File: config.mk
export PLATFORM = sky130hd
export DESIGN_NAME = shift_right_add_inv
export DESIGN_NICKNAME = d
export VERILOG_FILES = /design/src/rtl/shift_right_add_inv.sv
export SDC_FILE = /design/constraint.sdc
export NUM_CORES = 1
export LEC_CHECK = 0
export BUFFER_PORTS_ARGS = -buffer_cell sky130_fd_sc_hd__buf_2
export CORE_UTILIZATION = 64
export CTS_CLUSTER_DIAMETER = 80
export DETAILED_ROUTE_END_ITERATION = 16
export PLACE_DENSITY_LB_ADDON = 0.05
export SYNTH_ARGS = -nofsm -noshare
export SYNTH_HDL_FRONTEND = slang
export SYNTH_SLANG_ARGS = --single-unit
File: constraint.sdc
create_clock -name clk -period 7.6 [get_ports clk]
set_input_delay 0.76 -clock clk [delete_from_list [all_inputs] [get_ports clk]]
set_output_delay 0.76 -clock clk [all_outputs]
set_load 0.03 [all_outputs]
File: src/rtl/shift_right_add_inv.sv
`default_nettype none
// ============================================================================
// Module   : shift_right_add_inv
// Purpose  : Iterative inverse of the shift-right-add scaler. Given a signed
//            operand x it produces y with y + (y >>> SHIFT) ~= x, using the
//            fixed-point iteration y(k+1) = x - (y(k) >>> SHIFT), which
//            contracts by 2^-SHIFT per step. One operand is processed at a
//            time behind valid/ready handshakes on both sides.
//
// Parameters:
//   SHIFT     arithmetic right-shift amount, 1..31
//   ITER      maximum number of iteration updates per operand, >= 1
//
// Ports:
//   clk        in   1   clock, all state updates on the rising edge
//   rst        in   1   synchronous, active-high reset
//   in_valid   in   1   operand valid
//   in_ready   out  1   operand accepted when high (IDLE only)
//   data_i     in   32  signed operand x
//   out_valid  out  1   result valid (DONE only)
//   out_ready  in   1   downstream accepts the result
//   data_o     out  32  signed result y, registered
//   conv_o     out  1   last update left y unchanged, registered
//
// Build option:
//   SHIFT_RIGHT_ADD_INV_EARLY_EXIT_EN
//     When defined, a BUSY update that leaves y unchanged finishes the
//     operand immediately. When undefined, exactly ITER updates are always
//     performed and the latency is fixed at ITER+1 cycles.
//
// Revision : 1.0  initial release
// ============================================================================
module shift_right_add_inv #(
  parameter int SHIFT = 4,
  parameter int ITER  = 8
) (
  input  logic               clk,
  input  logic               rst,
  input  logic               in_valid,
  output logic               in_ready,
  input  logic signed [31:0] data_i,
  output logic               out_valid,
  input  logic               out_ready,
  output logic signed [31:0] data_o,
  output logic               conv_o
);

  // Counter only needs to reach ITER-1; keep at least one bit.
  localparam int CNT_W = (ITER > 1) ? $clog2(ITER) : 1;
  localparam logic [CNT_W-1:0] CNT_LAST = CNT_W'(ITER - 1);

  typedef enum logic [1:0] {
    ST_IDLE = 2'd0,
    ST_BUSY = 2'd1,
    ST_DONE = 2'd2
  } state_t;

  state_t               state_q,     state_d;
  logic signed [31:0]   x_q,         x_d;
  logic signed [31:0]   y_q,         y_d;
  logic [CNT_W-1:0]     cnt_q,       cnt_d;
  logic                 conv_q,      conv_d;
  logic signed [31:0]   res_q,       res_d;
  logic                 in_ready_q,  in_ready_d;
  logic                 out_valid_q, out_valid_d;

  logic signed [31:0]   y_next;
  logic                 y_same;
  logic                 finish;

  // One iteration step. Plain 32-bit two's-complement arithmetic, so any
  // overflow wraps; >>> floors, so negative values round toward -inf.
  assign y_next = x_q - (y_q >>> SHIFT);
  assign y_same = (y_next == y_q);

`ifdef SHIFT_RIGHT_ADD_INV_EARLY_EXIT_EN
  assign finish = (cnt_q == CNT_LAST) || y_same;
`else
  assign finish = (cnt_q == CNT_LAST);
`endif

  always_comb begin
    state_d = state_q;
    x_d     = x_q;
    y_d     = y_q;
    cnt_d   = cnt_q;
    conv_d  = conv_q;
    res_d   = res_q;

    case (state_q)
      ST_IDLE: begin
        if (in_valid) begin
          x_d     = data_i;
          y_d     = data_i;
          cnt_d   = '0;
          state_d = ST_BUSY;
        end
      end

      ST_BUSY: begin
        y_d    = y_next;
        cnt_d  = cnt_q + 1'b1;
        conv_d = y_same;
        if (finish) begin
          // The result register is loaded only on completion so data_o
          // keeps the previous result while the next operand iterates.
          res_d   = y_next;
          state_d = ST_DONE;
        end
      end

      ST_DONE: begin
        if (out_ready) begin
          state_d = ST_IDLE;
        end
      end

      default: begin
        state_d = ST_IDLE;
      end
    endcase

    // Handshake outputs are registered from the next state so they line up
    // exactly with the state register.
    in_ready_d  = (state_d == ST_IDLE);
    out_valid_d = (state_d == ST_DONE);
  end

  always_ff @(posedge clk) begin
    if (rst) begin
      state_q     <= ST_IDLE;
      x_q         <= '0;
      y_q         <= '0;
      cnt_q       <= '0;
      conv_q      <= 1'b0;
      res_q       <= '0;
      in_ready_q  <= 1'b1;
      out_valid_q <= 1'b0;
    end else begin
      state_q     <= state_d;
      x_q         <= x_d;
      y_q         <= y_d;
      cnt_q       <= cnt_d;
      conv_q      <= conv_d;
      res_q       <= res_d;
      in_ready_q  <= in_ready_d;
      out_valid_q <= out_valid_d;
    end
  end

  assign in_ready  = in_ready_q;
  assign out_valid = out_valid_q;
  assign data_o    = res_q;
  assign conv_o    = conv_q;

endmodule
`default_nettype wire

==> results of run 1 <==
[synthesized netlist by cell type (all sizes together) (11+ instances only)]
cell    instances
nand2         140
dfxtp         104
a21oi         101
nor2           95
xnor2          46
clkbuf         44
inv            35
ha             34
o21ai          27
a222oi         19
a211oi         17
nand4          14
a21o           13
nor3           13
buf            12
nand3          11
[worst max-delay path by stage]
stage | from | end | slack [ns] | cells after the start
floorplan | y_q[18] | conv_o | 4.61 | 13
global placement | y_q[18] | conv_o | 4.00 | 12
detailed placement | y_q[18] | conv_o | 3.99 | 12
CTS | y_q[18] | conv_o | 3.97 | 12
global route | y_q[15] | conv_o | 3.71 | 12
finish | y_q[18] | conv_o | 3.93 | 12
[state kept, by name, indices dropped and copies added, names as in the netlist]
name / flops
out_valid: 1
state_q: 2
cnt_q: 3
in_ready: 1
conv_o: 1
y_q: 32
data_o: 32
x_q: 32
[tightest hold or removal path: stages (launching register included)]
cell and delay, ns:
dfxtp_1 0.32, nand2_1 0.05, a21oi_1 0.05
[layout make-up]
type / instances / area share (%)
multi-input combinational: 659 / 58.5
sequential: 104 / 29.2
timing repair buffer: 74 / 5.37
tap: 133 / 2.33
clock buffer: 10 / 1.93
inverter: 35 / 1.84
clock inverter: 6 / 0.825
[power by group through the flow]
stage / Sequential [µW] / Clock [µW] / Combinational, µW
floorplan: 613 / 0 / 637
global placement: 623 / 0 / 810
detailed placement: 625 / 0 / 817
CTS: 612 / 361 / 823
global route: 617 / 381 / 907
finish: 614 / 361 / 846
[kinds of logic (layout without fill, tap and decap cells)]
logic type,Yosys count,in the layout,synth area share (%)
buf+inv,91,125,5.67
xor+xnor,60,60,9.02
compound gates,241,241,25.2
flops,104,104,31.5
mux,3,3,0.473
simple gates,320,320,21.4
fa+ha+maj,35,35,6.73
[cells in the final DEF, fill, tap and decap left out, types with 7 or more instances in the layout]
cell type  synthesis  final
nor2_1            94     93
dfxtp_1          104    104
nand2_1          140    140
ha_1              34     34
inv_1             35     35
nor3_1            13     13
nand2b_1           7      7
nand3_1           11     11
nand4_1           14     14
clkbuf_8           0     10
a21oi_1          100    100
a222oi_1          19     19
o21ai_0           25     25
buf_2              6     69
xnor2_1           44     44
a21o_1            12     12
xor2_1            10     10
a22oi_1            7      7
a211oi_1          15     15
[metrics by stage]
step	total power (µW)	std cells
after floorplan	1250	854
after global placement	1430	1005
after detailed placement	1440	1005
after CTS	1800	1021
after global routing	1900	1021
final	1820	1021
[layer usage]
| metal | routed length [µm] | global-route usage, % | part of all wire (%) |
|---|---|---|---|
| met4 | 629 | 16.8 | 3.2 |
| met2 | 8620 | 56.5 | 44 |
| met5 | 0 | 0 | 0 |
| met1 | 8460 | 49.9 | 43 |
| met3 | 1860 | 7.68 | 9.5 |
==> summary.md, run 1 <==
| Metric | Value |
|---|---|
| Final setup fails | `0` |
| Post-DP HPWL | `between 10 and 15 mm` |
| Post-Syn Area | `~6600 µm²` |
| Top post-synthesis cells by area | `dfxtp_1, nand2_1, a21oi_1` |
| Vert. Die Dim | `approximately 100 µm` |
| Crit start category | `flip-flop` |
| CTS root buf | `clkbuf_8` |
| CTS Buffer Depth | `2` |
| CP endpoint kind | `flip-flop` |
| Internal power | `around 1000 µW` |
| CP max stage delay | `0.50 ns` |
| Fin worst setup slack | `between 3 and 4 ns` |
| Sw Ratio | `between 40% and 50%` |
| DRT antenna net count | `0` |
| Logic gate share of total power | `a little under half` |
| DIE WIDTH | `roughly 100 µm` |
| CP bufs+invs | `1` |
| Hold_sp | `data_o[12]` |
| Hold Fails Final Rpt | `0` |
| FF-to-FF End | `conv_o` |
| Port Buffers | `70` |
| Max VDD drop | `roughly 0.16 mV` |
| Avg Vias per Cell | `6.44` |
| Num CTS Buffers | `9` |
| Layout cell share with drive strength beyond 1 | `between 10% and 20%` |
| Antenna Cells | `0` |
| Postcts setup bufs | `0` |
| Max Clk Rate | `between 200 and 300 MHz` |
| Skew final | `~0.015 ns` |
| Core area | `approximately 9900 µm²` |
| Largest net degree at the start of global routing | `roughly 110` |
| Wire length per cell | `~19 µm` |
| Row count | `36` |
| Clock-pin slew on the worst setup and hold paths | `~0.12 ns` |
| Grt total ovfl | `0` |
| GPL Wtd Cong | `slightly below 1` |
| CP top delay family | `compound AO/OA/AOI/OAI gates` |
| Crit Path Max Fanout | `8` |
| Final core utilization | `a little under three quarters` |
| Die area | `roughly 11000 µm²` |
| Synth unique cells | `79` |
| Number of clock sinks | `104` |
| Reg2Reg Setup Slack | `~3.9 ns` |
| Tmin final | `between 3 and 4 ns` |
| Clk_lat worst skew | `just over 0.4 ns` |
| Cells after Synth | `854` |
| P_sw | `~780 µW` |
| Main flop type after synthesis | `dfxtp_1` |
| Max-Cap Viols | `0` |
| Reg area | `2080 µm²` |
| CP cell instances | `inv_1, ha_1, and2_1, a221o_2, a21o_1, a221oi_2, a31oi_1, xor2_1, o22ai_1, nor4_1, nand4_1, o31ai_2` |
| Pre-antenna DRT Iters | `8` |
| DR iter-0 viols | `a little under 700` |
| RSZ-0062 raised after global routing | `false` |
| Hold Crit Endpoint | `data_o[12]` |
| Avg Cell Area, Syn | `between 7 and 8 µm²` |
| Status | `completed` |
| Via count | `6577` |
| Net total in the final layout | `954` |
| Async set-reset flop share out of synthesis | `0%` |
| Slew headroom | `31.1%` |
| Boundary Pins | `71` |
| Clk network pwr share | `roughly a fifth` |
| Initial Util | `approximately two thirds` |
| Seq/Total Area, Yosys | `between 30% and 40%` |
| Worst Hold Class | `flip-flop to flip-flop` |
| Area leader, netlist | `dfxtp_1` |
| Post-synth EDFFs | `0` |
| Arr. time, crit path | `4.01 ns` |
| Setup CP Type | `flip-flop to flip-flop` |
| Worst slack at placement | `about 4.0 ns` |
| Hold_buf cts | `0` |
| Slowest CP cell | `dfxtp_1` |
| Slew Viols, Final | `0` |
| Initial antenna violation count | `0` |
| Multi-input logic area | `between 4000 and 5000 µm²` |
| Area Overhead vs Synth | `7.73%` |
| Top cell type's share of synthesized area | `a little under a third` |
| Pwr Density | `approximately 260 nW/µm²` |
| Htree depth | `3` |
| FF-to-FF path depth | `12` |
| Syn. warnings | `0` |
| Tcrit/Tclk final | `between 40 and 50%` |
| DR DRC count | `0` |
| First-pass GRT wire length | `31.5 mm` |
| Post_cts resized | `0` |
| Hold path cells | `2` |
| Leak | `about 0.003 µW` |
| R2r startpoint | `y_q[18]` |
| Critical Path RT | `roughly 8 ns` |
| Vias in the first global route | `6310` |
| Fill cells | `about 800` |
| GR Util All Layers | `36.9%` |
| Setup TNS | `0 ns` |
| Final hold slack | `~0.46 ns` |
| Worst slew pin tran | `between 1 and 1.5 ns` |
| Syn nets | `925` |
| Seq pwr share | `33.7%` |
| WL final | `a little under 20 mm` |
| Post-route cell area | `just over 7000 µm²` |
| CTS tree | `built` |
| #FFs+latches synth | `about 100` |
| Placed Area | `6930 µm²` |
Note: power is estimated with default switching activity, not from simulation.
==> run 2: changes to the inputs <==
Settings changed: ABC_AREA set to 1, CORE_UTILIZATION 64 to 54.
Clock period 7.6 ns to 3.3 ns, I/O delays scaled along.
==> run 2 against run 1 <==
Net effect:
- non-clock buffer count rose by 6
- total power rose by 130%
- worst hold slack got worse by 0.23 ns
- sequential cell count did not move
- register-to-register slack got worse by 3.5 ns
- area after synthesis rose by 6.9%
- highest routed layer unchanged
==> summary.md, run 2 <==
| Metric | Value |
|---|---|
| Tmin final | `2.84 ns (-0.835 ns)` |
| Slew headroom | `47.1% (+16 points)` |
| CTS root buf | `clkbuf_16` |
| Via count | `7284 (+11%)` |
| Final setup fails | `0 (unchanged)` |
| Seq pwr share | `32.9% (-0.8 points)` |
| Crit Path Max Fanout | `5 (-3)` |
| Leak | `0.00442 µW (+47%)` |
| Setup TNS | `0 ns (unchanged)` |
| Skew final | `0.00660 ns (-0.00848 ns)` |
| Initial Util | `55.8% (-11 points)` |
| CP cell instances | `ha_1, inv_1, fa_1, nand3_1, nand2_2, nand2_1, nand2_2, nand2_1, nand2_1, nand2_1, nand2_1, nand2_1, nand2_1, nor2_1, nand4_1, nor2_1, nand3_1, a21oi_2` |
| CP top delay family | `simple AND/OR/NAND/NOR gates` |
| Row count | `41 (+14%)` |
| Net total in the final layout | `1335 (+40%)` |
| Largest net degree at the start of global routing | `39 (-63%)` |
| CP endpoint kind | `flip-flop` |
| Clk_lat worst skew | `0.35 ns (-0.06 ns)` |
| Sw Ratio | `42.3% (-0.42 points)` |
| Max VDD drop | `0.389 mV (+140%)` |
| CTS tree | `built` |
| FF-to-FF path depth | `18 (+6)` |
| Reg2Reg Setup Slack | `0.46 ns (-3.47 ns)` |
| CTS Buffer Depth | `2 (unchanged)` |
| Cell with the most instances after synthesis | `nand2_1` |
| Die area | `13600 µm² (+26%)` |
| Core area | `12700 µm² (+28%)` |
| Avg Vias per Cell | `5.06 (-21%)` |
| Vias in the first global route | `6427 (+1.9%)` |
| Critical Path RT | `3.58 ns (-4.36 ns)` |
| Post-Syn Area | `7070 µm² (+6.9%)` |
| Commonest non-fill, non-tap cells in the layout | `nand2_1, inv_1, dfxtp_1` |
| #FFs+latches synth | `104 (unchanged)` |
| Pre-antenna DRT Iters | `5 (-3)` |
| Hold Fails Final Rpt | `0 (unchanged)` |
| Area leader, netlist | `dfxtp_1` |
| Cells after Synth | `1202 (+41%)` |
| Main flop type after synthesis | `dfxtp_1` |
| Worst path depth | `18 (+6)` |
| Vert. Die Dim | `116 µm (+12%)` |
| Synth unique cells | `32 (-59%)` |
| Grt total ovfl | `0 (unchanged)` |
| Port Buffers | `70 (unchanged)` |
| Syn. warnings | `0 (unchanged)` |
| Slowest CP cell | `fa_1` |
| Post_cts resized | `0 (unchanged)` |
| Htree depth | `3 (unchanged)` |
| Logic gate share of total power | `43.4% (-3.0 points)` |
| Post-synth EDFFs | `0 (unchanged)` |
| Max-Cap Viols | `0 (unchanged)` |
| Syn nets | `1273 (+38%)` |
| Post-route cell area | `7880 µm² (+11%)` |
| Async set-reset flop share out of synthesis | `0% (unchanged)` |
| DR DRC count | `0 (unchanged)` |
| Post-synth top cells | `nand2_1, inv_1, dfxtp_1` |
| Status | `completed` |
| Tcrit/Tclk final | `86.0% (+38 points)` |
| CP max stage delay | `0.45 ns (-0.05 ns)` |
| Layout cell share with drive strength beyond 1 | `9.63% (-4.2 points)` |
| Clk network pwr share | `23.8% (+4.0 points)` |
| Top post-synthesis cells by area | `dfxtp_1, nand2_1, inv_1` |
| CP bufs+invs | `1 (unchanged)` |
| Pwr Density | `537 nW/µm² (+110%)` |
| Num CTS Buffers | `9 (unchanged)` |
| Most used cell, CP | `nand2_1` |
| Commonest non-fill, non-tap cell in the layout | `nand2_1` |
| Crit start category | `flip-flop` |
| GPL Wtd Cong | `0.991 (about the same)` |
| Initial antenna violation count | `0 (unchanged)` |
| Clock-pin slew on the worst setup and hold paths | `0.07 ns (-0.05 ns)` |
| Max Clk Rate | `352 MHz (+29%)` |
| Arr. time, crit path | `3.12 ns (-0.89 ns)` |
| Wire length per cell | `13.6 µm (-29%)` |
| Post-DP HPWL | `15.4 mm (+7.3%)` |
| DRT antenna net count | `0 (unchanged)` |
| Seq/Total Area, Yosys | `29.4% (-2.0 points)` |
| DIE WIDTH | `116 µm (+12%)` |
| R2r startpoint | `y_q[4]` |
| Critical Path Source | `y_q[4]` |
| Hold_sp | `data_i[1]` |
| WL final | `19.6 mm (-0.12%)` |
| Worst setup path end | `conv_o` |
| Top cell type's share of synthesized area | `29.4% (-2.0 points)` |
| First-pass GRT wire length | `31.9 mm (+1.4%)` |
| Boundary Pins | `71 (unchanged)` |
| Final core utilization | `62.2% (-9.8 points)` |
| Internal power | `2440 µW (+130%)` |
| P_sw | `1790 µW (+130%)` |
| Postcts setup bufs | `0 (unchanged)` |
| DR iter-0 viols | `600 (-12%)` |
| Placed Area | `7610 µm² (+9.8%)` |
| Worst slew pin tran | `0.794 ns (-0.240 ns)` |
| Avg Cell Area, Syn | `5.89 µm² (-24%)` |
| Setup CP Type | `flip-flop to flip-flop` |
| Number of clock sinks | `104 (unchanged)` |
| GR Util All Layers | `30.4% (-6.4 points)` |
| Hold_buf cts | `0 (unchanged)` |
| RSZ-0062 raised after global routing | `false` |
| Worst Hold Class | `primary input to flip-flop` |
| Area Overhead vs Synth | `11.4%` |
| Slew Viols, Final | `0 (unchanged)` |
| FF-to-FF End | `conv_o` |
| Antenna Cells | `0 (unchanged)` |
run 2: cell types whose count changed after synthesis, moves of 16 or more:
| cell | delta |
|---|---|
| nand2_1 | +304 |
| inv_1 | +203 |
| nand3_1 | +69 |
| xnor2_1 | -42 |
| a31oi_1 | +24 |
| nor2_1 | -24 |
| a21oi_1 | -22 |
| a222oi_1 | -19 |
| clkbuf_1 | -16 |
run 2: power groups by stage:
stage / Sequential [µW] / Combinational, µW / Clock (µW)
2_1_floorplan: 1400 / 1350 / 0
3_5_place_dp: 1420 / 1800 / 0
4_1_cts: 1390 / 1810 / 1030
3_3_place_gp: 1420 / 1790 / 0
6_report: 1390 / 1840 / 1010
5_1_grt: 1400 / 2080 / 1080
run 2: worst min path at each step:
stage / cells after the start / endpoint / slack (ns)
after floorplan: 1 / cnt_q[0] / 0.43
after global routing: 3 / out_valid / 0.25
after global placement: 2 / data_o[1] / 0.45
after CTS: 3 / x_q[1] / 0.22
after detailed placement: 2 / data_o[0] / 0.45
final: 3 / x_q[1] / 0.23
run 2: logic make-up after synthesis:
group	Yosys count	share of synthesized area [%]
compound gates	153	11.7
xor+xnor	9	1.70
fa+ha+maj	35	6.30
buf+inv	268	14.2
flops	104	29.4
simple gates	633	36.7
run 2: metrics by stage:
| stage | power (µW) | worst slack [ns] | std cells | hold WS (ns) |
|---|---|---|---|---|
| 2_1_floorplan | 2750 | 1.14 | 1202 | 0.433 |
| 3_3_place_gp | 3210 | 0.536 | 1425 | 0.451 |
| 3_5_place_dp | 3220 | 0.521 | 1425 | 0.450 |
| 4_1_cts | 4230 | 0.503 | 1439 | 0.217 |
| 5_1_grt | 4560 | 0.226 | 1439 | 0.247 |
| 6_report | 4230 | 0.462 | 1439 | 0.227 |
run 2: worst min-delay path: stages:
cell and delay (ns):
buf_2 0.08, nor2_1 0.05, nor2_1 0.09
run 2: final cells by class:
| cell class | count | area, µm² |
|---|---|---|
| Fill cell | 1303 | 4790 |
| Multi-Input combinational cell | 830 | 3990 |
| Sequential cell | 104 | 2080 |
| Inverter | 239 | 897 |
| Timing Repair Buffer | 80 | 425 |
| Clock buffer | 10 | 239 |
| Tap cell | 172 | 215 |
| Clock inverter | 4 | 30.0 |
run 2: metal layers:
metal  vias up  GRT usage [%]  part of all wire [%]  routed length [µm]
met2       221           47.6                    43                8490
met1      3214           43.0                    49                9600
met3        22           4.51                   5.6                1100
li1       3827              -                     -                   -
met4         0           9.49                   1.8                 357
met5         -              0                     0                   0
==> run 3: changes to the inputs <==
Settings changed: CORE_UTILIZATION 54 to 56, CTS_BUF_LIST set to sky130_fd_sc_hd__clkbuf_2 sky130_fd_sc_hd__clkbuf_4 sky130_fd_sc_hd__clkbuf_8.
==> run 3 against run 2 <==
Net effect:
- clock skew up 0.0017 ns
- first-iteration DRC count increased by 8.0%
- via count down 0.51%
- critical path depth unchanged
- utilization is 2.2 points higher
- worst hold slack got worse by 0.042 ns
- clock-buffer cell count decreased by 1
- largest cell class unchanged
==> summary.md, run 3 (synthesized netlist as in run 2, its figures left out) <==
| Metric | Value |
|---|---|
| Clock-pin slew on the worst setup and hold paths | `0.10 ns (+0.03 ns)` |
| Tmin final | `2.70 ns (-0.134 ns)` |
| Grt total ovfl | `0 (unchanged)` |
| Final core utilization | `64.4% (+2.2 points)` |
| CTS tree | `built` |
| M3 GR Usage | `5.35% (+0.83 points)` |
| DIE WIDTH | `114 µm (-1.8%)` |
| Critical Path RT | `3.64 ns (+0.06 ns)` |
| Reg2Reg Setup Slack | `0.60 ns (+0.13 ns)` |
| Layout cell share with drive strength beyond 1 | `9.70% (+0.071 points)` |
| GPL Wtd Cong | `0.990 (about the same)` |
| Grt peak-use layer | `met2` |
| Leak | `0.00440 µW (-0.55%)` |
| Crit Path Max Fanout | `5 (unchanged)` |
| Vert. Die Dim | `114 µm (-1.8%)` |
| CP cell instances | `ha_1, inv_1, fa_1, nand3_1, nand2_2, nand2_1, nand2_1, nand2_1, nand2_1, nand2_1, nand2_1, inv_1, nand2_1, nor2_1, nand4_1, nor2_1, nand3_1, a21oi_2` |
| Arr. time, crit path | `3.04 ns (-0.08 ns)` |
| Worst slew pin tran | `0.573 ns (-0.221 ns)` |
| Pwr Density | `526 nW/µm² (-2.0%)` |
| Hold Fails Final Rpt | `0 (unchanged)` |
| Pre-antenna DRT Iters | `5 (unchanged)` |
| Grt met2 use | `50.2% (+2.6 points)` |
| Final setup fails | `0 (unchanged)` |
| CP endpoint kind | `flip-flop` |
| WL final | `19.3 mm (-1.3%)` |
| Core area | `12200 µm² (-4.0%)` |
| Wire length per cell | `13.4 µm (-1.2%)` |
| GR Util All Layers | `31.2% (+0.77 points)` |
| Slew headroom | `61.8% (+15 points)` |
| Die area | `13100 µm² (-3.5%)` |
| Commonest non-fill, non-tap cell in the layout | `nand2_1` |
| M1 GR Usage | `42.6% (-0.39 points)` |
| DR iter-0 viols | `648 (+8.0%)` |
| Status | `completed` |
| Setup TNS | `0 ns (unchanged)` |
| CTS Buffer Depth | `2 (unchanged)` |
| Max-Cap Viols | `0 (unchanged)` |
| Num CTS Buffers | `9 (unchanged)` |
| Post_cts resized | `0 (unchanged)` |
| Row count | `40 (-2.4%)` |
| Max Clk Rate | `370 MHz (+5.0%)` |
| CTS root buf | `clkbuf_8` |
| Skew final | `0.00834 ns (+0.00174 ns)` |
| Clk_lat worst skew | `0.40 ns (+0.05 ns)` |
| Boundary Pins | `71 (unchanged)` |
| Vias in the first global route | `6490 (+0.98%)` |
| Postcts setup bufs | `0 (unchanged)` |
| CP max stage delay | `0.45 ns (about the same)` |
| Largest net degree at the start of global routing | `41 (+5.1%)` |
| Number of clock sinks | `104 (unchanged)` |
| Crit start category | `flip-flop` |
| RSZ-0062 raised after global routing | `false` |
| Max VDD drop | `0.470 mV (+21%)` |
| CP bufs+invs | `2 (+1)` |
| Tcrit/Tclk final | `81.9% (-4.1 points)` |
| CP top delay family | `simple AND/OR/NAND/NOR gates` |
| Setup CP Type | `flip-flop to flip-flop` |
| Initial Util | `58.2% (+2.3 points)` |
| First-pass GRT wire length | `31.6 mm (-1.1%)` |
| Most used cell, CP | `nand2_1` |
| Area Overhead vs Synth | `10.7%` |
| DR DRC count | `0 (unchanged)` |
| Slew Viols, Final | `0 (unchanged)` |
| Htree depth | `3 (unchanged)` |
| DRT antenna net count | `0 (unchanged)` |
| Post-route cell area | `7830 µm² (-0.65%)` |
| Hold_buf cts | `0 (unchanged)` |
| Initial antenna violation count | `1 (+1)` |
| Port Buffers | `70 (unchanged)` |
| Slowest CP cell | `fa_1` |
| Worst Hold Class | `primary input to flip-flop` |
| Via count | `7247 (-0.51%)` |
| Avg Vias per Cell | `5.04 (-0.37%)` |
| Placed Area | `7600 µm² (about the same)` |
| Net total in the final layout | `1334 (-0.075%)` |
| Post-DP HPWL | `15.1 mm (-1.9%)` |
| Commonest non-fill, non-tap cells in the layout | `nand2_1, inv_1, dfxtp_1` |
| Overall Power | `4120 µW (-2.7%)` |
## run 3: area by class of cell
class                   instances  area (µm²)
repair buffers                 79         418
clock buffers                   9         124
multi-input cells             830        4000
well taps                     168         210
fillers                      1231        4330
flip-flops and latches        104        2080
diodes                          1        2.50
clock inverters                 7        98.8
inverters                     239         897
## run 3: where the power goes
group | switching (µW) | internal, µW
Combinational | 1240 | 580
Clock | 478 | 434
Sequential | 57.1 | 1330
## run 3: stage by stage
step           setup WS [ns]  std cells  hold slack, ns
2_1_floorplan           1.14       1202           0.433
3_3_place_gp           0.673       1420           0.449
3_5_place_dp           0.677       1420           0.458
4_1_cts                0.611       1436           0.167
5_1_grt                0.383       1436           0.195
6_report               0.596       1437           0.186
## run 3: per-layer routing
layer	up-vias	share of wire [%]
met4	0	2.0
met5	-	0
met3	27	7.6
met1	3143	47
li1	3828	-
met2	249	43
## run 3: path summary, 6_finish.rpt
path | startpoint | cells past startpoint | endpoint
worst min register to register | data_o[1] | 2 | data_o[1]
worst max-delay path | y_q[4] | 18 | conv_o
worst min-delay path | data_i[1] | 3 | x_q[1]
worst max register to register | y_q[4] | 18 | conv_o
## run 3: worst reg2reg max path: stages, from the launching register on
cell     delay (ns)
dfxtp_1        0.42
ha_1           0.18
inv_1          0.06
fa_1           0.45
nand3_1        0.17
nand2_2        0.11
nand2_1        0.09
nand2_1        0.11
nand2_1        0.11
nand2_1        0.11
nand2_1        0.08
nand2_1        0.07
inv_1          0.06
nand2_1        0.05
nor2_1         0.11
nand4_1        0.16
nor2_1         0.12
nand3_1        0.09
a21oi_2        0.11
